[src/rtl/wptr_full_level.sv]
`default_nettype none
// ============================================================================
// Module   : wptr_full_level
// Purpose  : Write-clock-domain pointer and status block of the async FIFO.
//            Holds the binary and Gray write pointers and produces registered
//            full and almost-full flags plus a registered fill level, from the
//            read pointer already synchronised into wclk.
// Ports    : wclk, wrst_n (async, active-low)  - clock / reset
//            winc                              - write request
//            wq2_rptr[ADDRSIZE:0]              - synchronised Gray read ptr
//            wen                               - memory write enable (comb)
//            waddr[ADDRSIZE-1:0]               - memory write address
//            wptr[ADDRSIZE:0]                  - registered Gray write ptr
//            wfull, wafull                     - registered full / almost-full
//            wlevel[ADDRSIZE:0]                - registered fill level 0..DEPTH
//            wovf_clr, wovf                    - sticky overflow (optional)
// Options  : define WPTR_OVF_EN to add the sticky overflow flag and its clear.
// Revision : 1.0 - initial release
// ============================================================================
module wptr_full_level #(
  parameter int ADDRSIZE     = 4,
  parameter int AFULL_THRESH = 2**ADDRSIZE - 2
) (
  input  logic                wclk,
  input  logic                wrst_n,
  input  logic                winc,
  input  logic [ADDRSIZE:0]   wq2_rptr,
`ifdef WPTR_OVF_EN
  input  logic                wovf_clr,
  output logic                wovf,
`endif
  output logic                wen,
  output logic [ADDRSIZE-1:0] waddr,
  output logic [ADDRSIZE:0]   wptr,
  output logic                wfull,
  output logic                wafull,
  output logic [ADDRSIZE:0]   wlevel
);

  localparam logic [ADDRSIZE:0] c_afull_thresh = (ADDRSIZE+1)'(AFULL_THRESH);

  logic [ADDRSIZE:0] r_wbin;
  logic [ADDRSIZE:0] r_wptr;
  logic [ADDRSIZE:0] r_wlevel;
  logic              r_wfull;
  logic              r_wafull;

  logic [ADDRSIZE:0] w_wbinnext;
  logic [ADDRSIZE:0] w_wgraynext;
  logic [ADDRSIZE:0] w_rbin;
  logic [ADDRSIZE:0] w_level_next;
  logic              w_wfull_next;
  logic              w_wafull_next;

  // Writes while full are dropped here, so the pointer never overruns.
  assign wen = winc & ~r_wfull;

  assign w_wbinnext  = r_wbin + {{ADDRSIZE{1'b0}}, wen};
  assign w_wgraynext = (w_wbinnext >> 1) ^ w_wbinnext;

  // Gray to binary: each binary bit is the XOR of all Gray bits at and above it.
  for (genvar i = 0; i <= ADDRSIZE; i++) begin : g_gray2bin
    assign w_rbin[i] = ^wq2_rptr[ADDRSIZE:i];
  end

  // Modulo 2**(ADDRSIZE+1) difference; the read pointer lags, so this can
  // only over-estimate the true occupancy.
  assign w_level_next = w_wbinnext - w_rbin;

  // Full when the next write pointer is exactly one lap ahead of the read
  // pointer: in Gray code that means the two MSBs differ and the rest match.
  assign w_wfull_next  = (w_wgraynext ==
                          {~wq2_rptr[ADDRSIZE:ADDRSIZE-1], wq2_rptr[ADDRSIZE-2:0]});
  assign w_wafull_next = (w_level_next >= c_afull_thresh);

  always_ff @(posedge wclk or negedge wrst_n) begin
    if (!wrst_n) begin
      r_wbin   <= '0;
      r_wptr   <= '0;
      r_wlevel <= '0;
      r_wfull  <= 1'b0;
      r_wafull <= 1'b0;
    end else begin
      r_wbin   <= w_wbinnext;
      r_wptr   <= w_wgraynext;
      r_wlevel <= w_level_next;
      r_wfull  <= w_wfull_next;
      r_wafull <= w_wafull_next;
    end
  end

  assign waddr  = r_wbin[ADDRSIZE-1:0];
  assign wptr   = r_wptr;
  assign wfull  = r_wfull;
  assign wafull = r_wafull;
  assign wlevel = r_wlevel;

`ifdef WPTR_OVF_EN
  logic r_wovf;

  // Set has priority over clear so an overflow in the clearing cycle is kept.
  always_ff @(posedge wclk or negedge wrst_n) begin
    if (!wrst_n) begin
      r_wovf <= 1'b0;
    end else if (winc && r_wfull) begin
      r_wovf <= 1'b1;
    end else if (wovf_clr) begin
      r_wovf <= 1'b0;
    end
  end

  assign wovf = r_wovf;
`endif

endmodule
`default_nettype wire

[config.mk]
export PLATFORM = sky130hd
export DESIGN_NAME = wptr_full_level
export DESIGN_NICKNAME = d
export VERILOG_FILES = /design/src/rtl/wptr_full_level.sv
export SDC_FILE = /design/constraint.sdc
export NUM_CORES = 1
export LEC_CHECK = 0
export CAP_MARGIN = 20
export CORE_ASPECT_RATIO = 1.25
export CORE_MARGIN = 2
export CORE_UTILIZATION = 26
export CTS_CLUSTER_SIZE = 25
export DETAILED_ROUTE_END_ITERATION = 10
export REMOVE_ABC_BUFFERS = 1
export SLEW_MARGIN = 20
export SYNTH_ARGS = -nofsm -noshare
export SYNTH_HDL_FRONTEND = slang
export SYNTH_SLANG_ARGS = --single-unit
[constraint.sdc]
create_clock -name wclk -period 2.8 [get_ports wclk]
set_input_delay 0.28 -clock wclk [delete_from_list [all_inputs] [get_ports wclk]]
set_output_delay 0.28 -clock wclk [all_outputs]
set_load 0.005 [all_outputs]
Word-level counts from Yosys, hierarchy flattened
Cells that the tools add are included.
{"block": "op_classes", "n_bitwise": 4, "magnitude_cmp": 1, "eq_ne": 1, "reduce_logical": 4, "addsub": 2}
{"op": "$add 5x1->5", "n": 1}
{"op": "$eq 5x5->1", "n": 1}
{"op": "$ge 5x4->1 const B", "n": 1}
{"op": "$reduce_xor 5->1", "n": 1}
{"op": "$sub 5x5->5", "n": 1}
{"op": "$xor 4x5->5", "n": 1}
{"op": "$reduce_xor 4->1", "n": 1}
{"op": "$reduce_xor 3->1", "n": 1}
{"op": "$not 2->2", "n": 1}
{"op": "$reduce_xor 2->1", "n": 1}
{"op": "$and 1x1->1", "n": 1}
{"op": "$not 1->1", "n": 1}
{"block": "totals", "in_bits": 8, "elab_cells": 17, "out_inout_bits": 17, "reg_bits": 17}

Logic depth before layout (Yosys ltp)
{"block": "depth", "ltp_word": 5, "ltp_mapped": 10, "mapped_depth_nobuf": 9}

Worst setup path before layout
OpenSTA, ideal clock, no wires.
{"block": "synth_path", "kind": "input -> register", "startpoint": "input port wq2_rptr[4]", "endpoint": "register r_wafull (netlist: wafull)", "t_arrival_ns": 2.426, "setup_ns": 0.120, "path_slack_ns": 0.254, "required_ns": 2.680, "n_path_buf": 1, "stages": 10, "path_cell_list": "buf_2 -> xnor3_2 -> xor2_1 -> xnor2_1 -> ha_1 -> fa_1 -> or2b_1 -> o21ai_2 -> xnor2_1 -> a31o_1"}
{"block": "synth_between", "elab_chain_len": 3, "elab_cells_between_ends": 6}
{"item": "start, declared", "line": "27", "source": "input logic [ADDRSIZE:0] wq2_rptr,"}
{"item": "$reduce_xor 5->1, or another cell as far along", "line": "63", "source": "assign w_rbin[i] = ^wq2_rptr[ADDRSIZE:i];"}
{"item": "$sub 5x5->5 *", "line": "68", "source": "assign w_level_next = w_wbinnext - w_rbin;"}
{"item": "net w_level_next[4]", "line": "51", "source": "logic [ADDRSIZE:0] w_level_next;"}
{"item": "$ge 5x4->1 *", "line": "74", "source": "assign w_wafull_next = (w_level_next >= c_afull_thresh);"}
{"item": "net w_wafull_next", "line": "53", "source": "logic w_wafull_next;"}
{"item": "end signal, assigned", "line": "88", "source": "r_wafull <= w_wafull_next;"}
{"item": "end, declared", "line": "46", "source": "logic r_wafull;"}
The timed path passes the listed nets; every way through them passes the cells marked *.

Worst setup path in the final report
Ends and elaborated chain as after synthesis.

==> run metrics <==
ANT cells=0; layout cells sized above 1=0.183; input/output buffers=24; Reg-to-Reg Start=wfull$_DFF_PN0_; Crit Path Class=input pin to flop; sequential share of the synthesized area=0.449; Die W=approximately 56 um; core area=3250 sq um; mapped cell area=892 sq um; Final Core Density=0.394; relative slew slack=0.490; worst slew pin tran=about 760 ps; CTS tree=built; CTS Buf Count=3; die area=3920 sq um; clock root cell=clkbuf_8; FF+latch count, synth=16; CP Max Fanout=2; PostCTS Resize Cnt=0; P per Cell Area=~1300 nW/um^2; Final nets=approximately 120; initial core utilization=0.274; drt pass-1 iters=4; hold slack=~480 ps; routed vias/inst=about 4.3; overall routed net length=around 1800 um; Fin. Hold Viols=0; Worst setup EP type=flop; CTS Hold Bufs=0; Final TNS setup=0 ps; worst ir drop on vdd=between 0.5 and 0.6 mV; Rows=23; largest net degree at the start of global routing=17; commonest non-fill, non-tap cell in the layout=clkdlybuf4s50_1; Yosys cell types=24; initial DRC count=7; Crit path required time=between 2000 and 3000 ps; grt total ovfl=0; via count=between 600 and 700; first-pass GRT wire length=about 3000 um; RSZ-0062 raised after global routing=false; initial antenna violation count=0; CTS clock-pin slew for the worst setup and hold paths=roughly 70 ps; Tcrit/Tclk final=0.929; fin cells=141; Die Span Y=slightly below 70 um; most frequent cells in the layout=24 x clkdlybuf4s50_1, 16 x dfrtp_1, 11 x xnor2_1; GP Congestion=between 0.7 and 0.8; max cap viols=0; Setup crit start kind=input pin; Routed Antenna Nets=0; drt drc=0; Synth Instances=70; DP HPWL=about 1400 um; Pleak=0.553 nW; Longest Clk Path Bufs=2; worst hold path type=input pin to asynchronous set/reset pin; vias in the first global route=just under 700; Final Max Tran Viols=0; worst skew pair latency=approximately 250 ps; Inst Count DP=around 140; status=finished clean; post-CTS setup buffer count=0; total track usage=0.101; Peak Freq=approximately 0.38 GHz; Ys Warns=0; Ports=25; Crit. Startpoint=wq2_rptr[4]; Synth-to-Final Area Change=43.6%; H-tree levels=1; # fillers=334; Syn Area/Cell=approximately 13 sq um; Final Skew=5.89 ps; Critical Path AT=2740 ps; DR WL/cell=about 12 um; clock sinks=16; fin crit period=2600 ps; Tot Pwr=around 1.7 mW; Setup violations, final=0
-- layout make-up --
| class | instances | area, sq um | area share |
|---|---|---|---|
| inverters | 6 | 22.5 | 0.0176 |
| multi-input cells | 47 | 464 | 0.362 |
| repair buffers | 31 | 293 | 0.229 |
| flip-flops and latches | 16 | 400 | 0.312 |
| well taps | 37 | 46.3 | 0.0361 |
| clock buffers | 4 | 55.1 | 0.0430 |
-- power breakdown --
part	switching (mW)	internal, mW
Sequential	0.0686	0.364
Clock	0.0820	0.125
Combinational	0.457	0.570
-- worst max-delay path, stage by stage --
cell,delay [ps]
clkdlybuf4s50_1,480
xnor3_2,430
xor2_1,170
xnor2_1,130
ha_1,210
fa_1,390
or2b_1,240
o21ai_2,120
xnor2_1,100
a31o_1,180
-- state kept, by name, summed over array words and instances (netlist names) --
signal and count:
r_wbin 5, wafull 1, wfull 1, wlevel 5, wptr 4
-- cell usage after synthesis --
cell type,count,share of area
xnor3_2,1,0.027
dfrtp_1,16,0.45
a21oi_1,2,0.011
buf_2,1,0.0056
nor3b_1,2,0.017
and3b_1,1,0.0098
xor2_4,1,0.031
a211o_1,1,0.0098
or3_1,2,0.014
xor2_2,1,0.018
fa_1,1,0.022
nand3_1,4,0.022
xor2_1,5,0.049
nand2b_1,1,0.0070
xnor2_2,2,0.036
ha_1,5,0.070
a31o_1,1,0.0098
o21ai_2,2,0.020
a22oi_2,1,0.014
o211ai_1,1,0.0084
nor2b_1,1,0.0070
xnor2_1,11,0.11
or2b_1,1,0.0084
inv_1,6,0.025
-- cells by family after synthesis --
logic type | after synthesis | share of synthesized area
AO/OA/AOI/OAI | 8 | 0.0729
XOR/XNOR | 21 | 0.269
adder cells (fa/ha/maj) | 6 | 0.0926
buffers and inverters | 7 | 0.0308
flip-flops | 16 | 0.449
AND/OR/NAND/NOR | 12 | 0.0856
-- per-stage QoR --
stage	worst slack [ps]	cell area, sq um
2_1_floorplan	428	887
3_3_place_gp	-35.2	1230
3_5_place_dp	-77.9	1230
4_1_cts	186	1280
5_1_grt	38.7	1280
6_report	198	1280
-- layer usage --
layer,global-route usage,up-vias,share of wire
met2,0.182,17,0.54
met4,0.0635,0,0.027
met5,0,-,0
li1,-,297,-
met1,0.104,294,0.39
met3,0.0224,4,0.040
-- worst paths after layout --
check / endpoint / slack (ps) / cells after the start
max in group asynchronous: wlevel[0]$_DFF_PN0_ / 1840 / 1
hold / removal: r_wbin[4]$_DFF_PN0_ / 480 / 1
hold reg to reg: r_wbin[0]$_DFF_PN0_ / 650 / 2
setup reg to reg: wfull$_DFF_PN0_ / 570 / 8
setup / recovery: wafull$_DFF_PN0_ / 200 / 10
min in group wclk: r_wbin[0]$_DFF_PN0_ / 650 / 2
(Power assumes the default switching activity.)
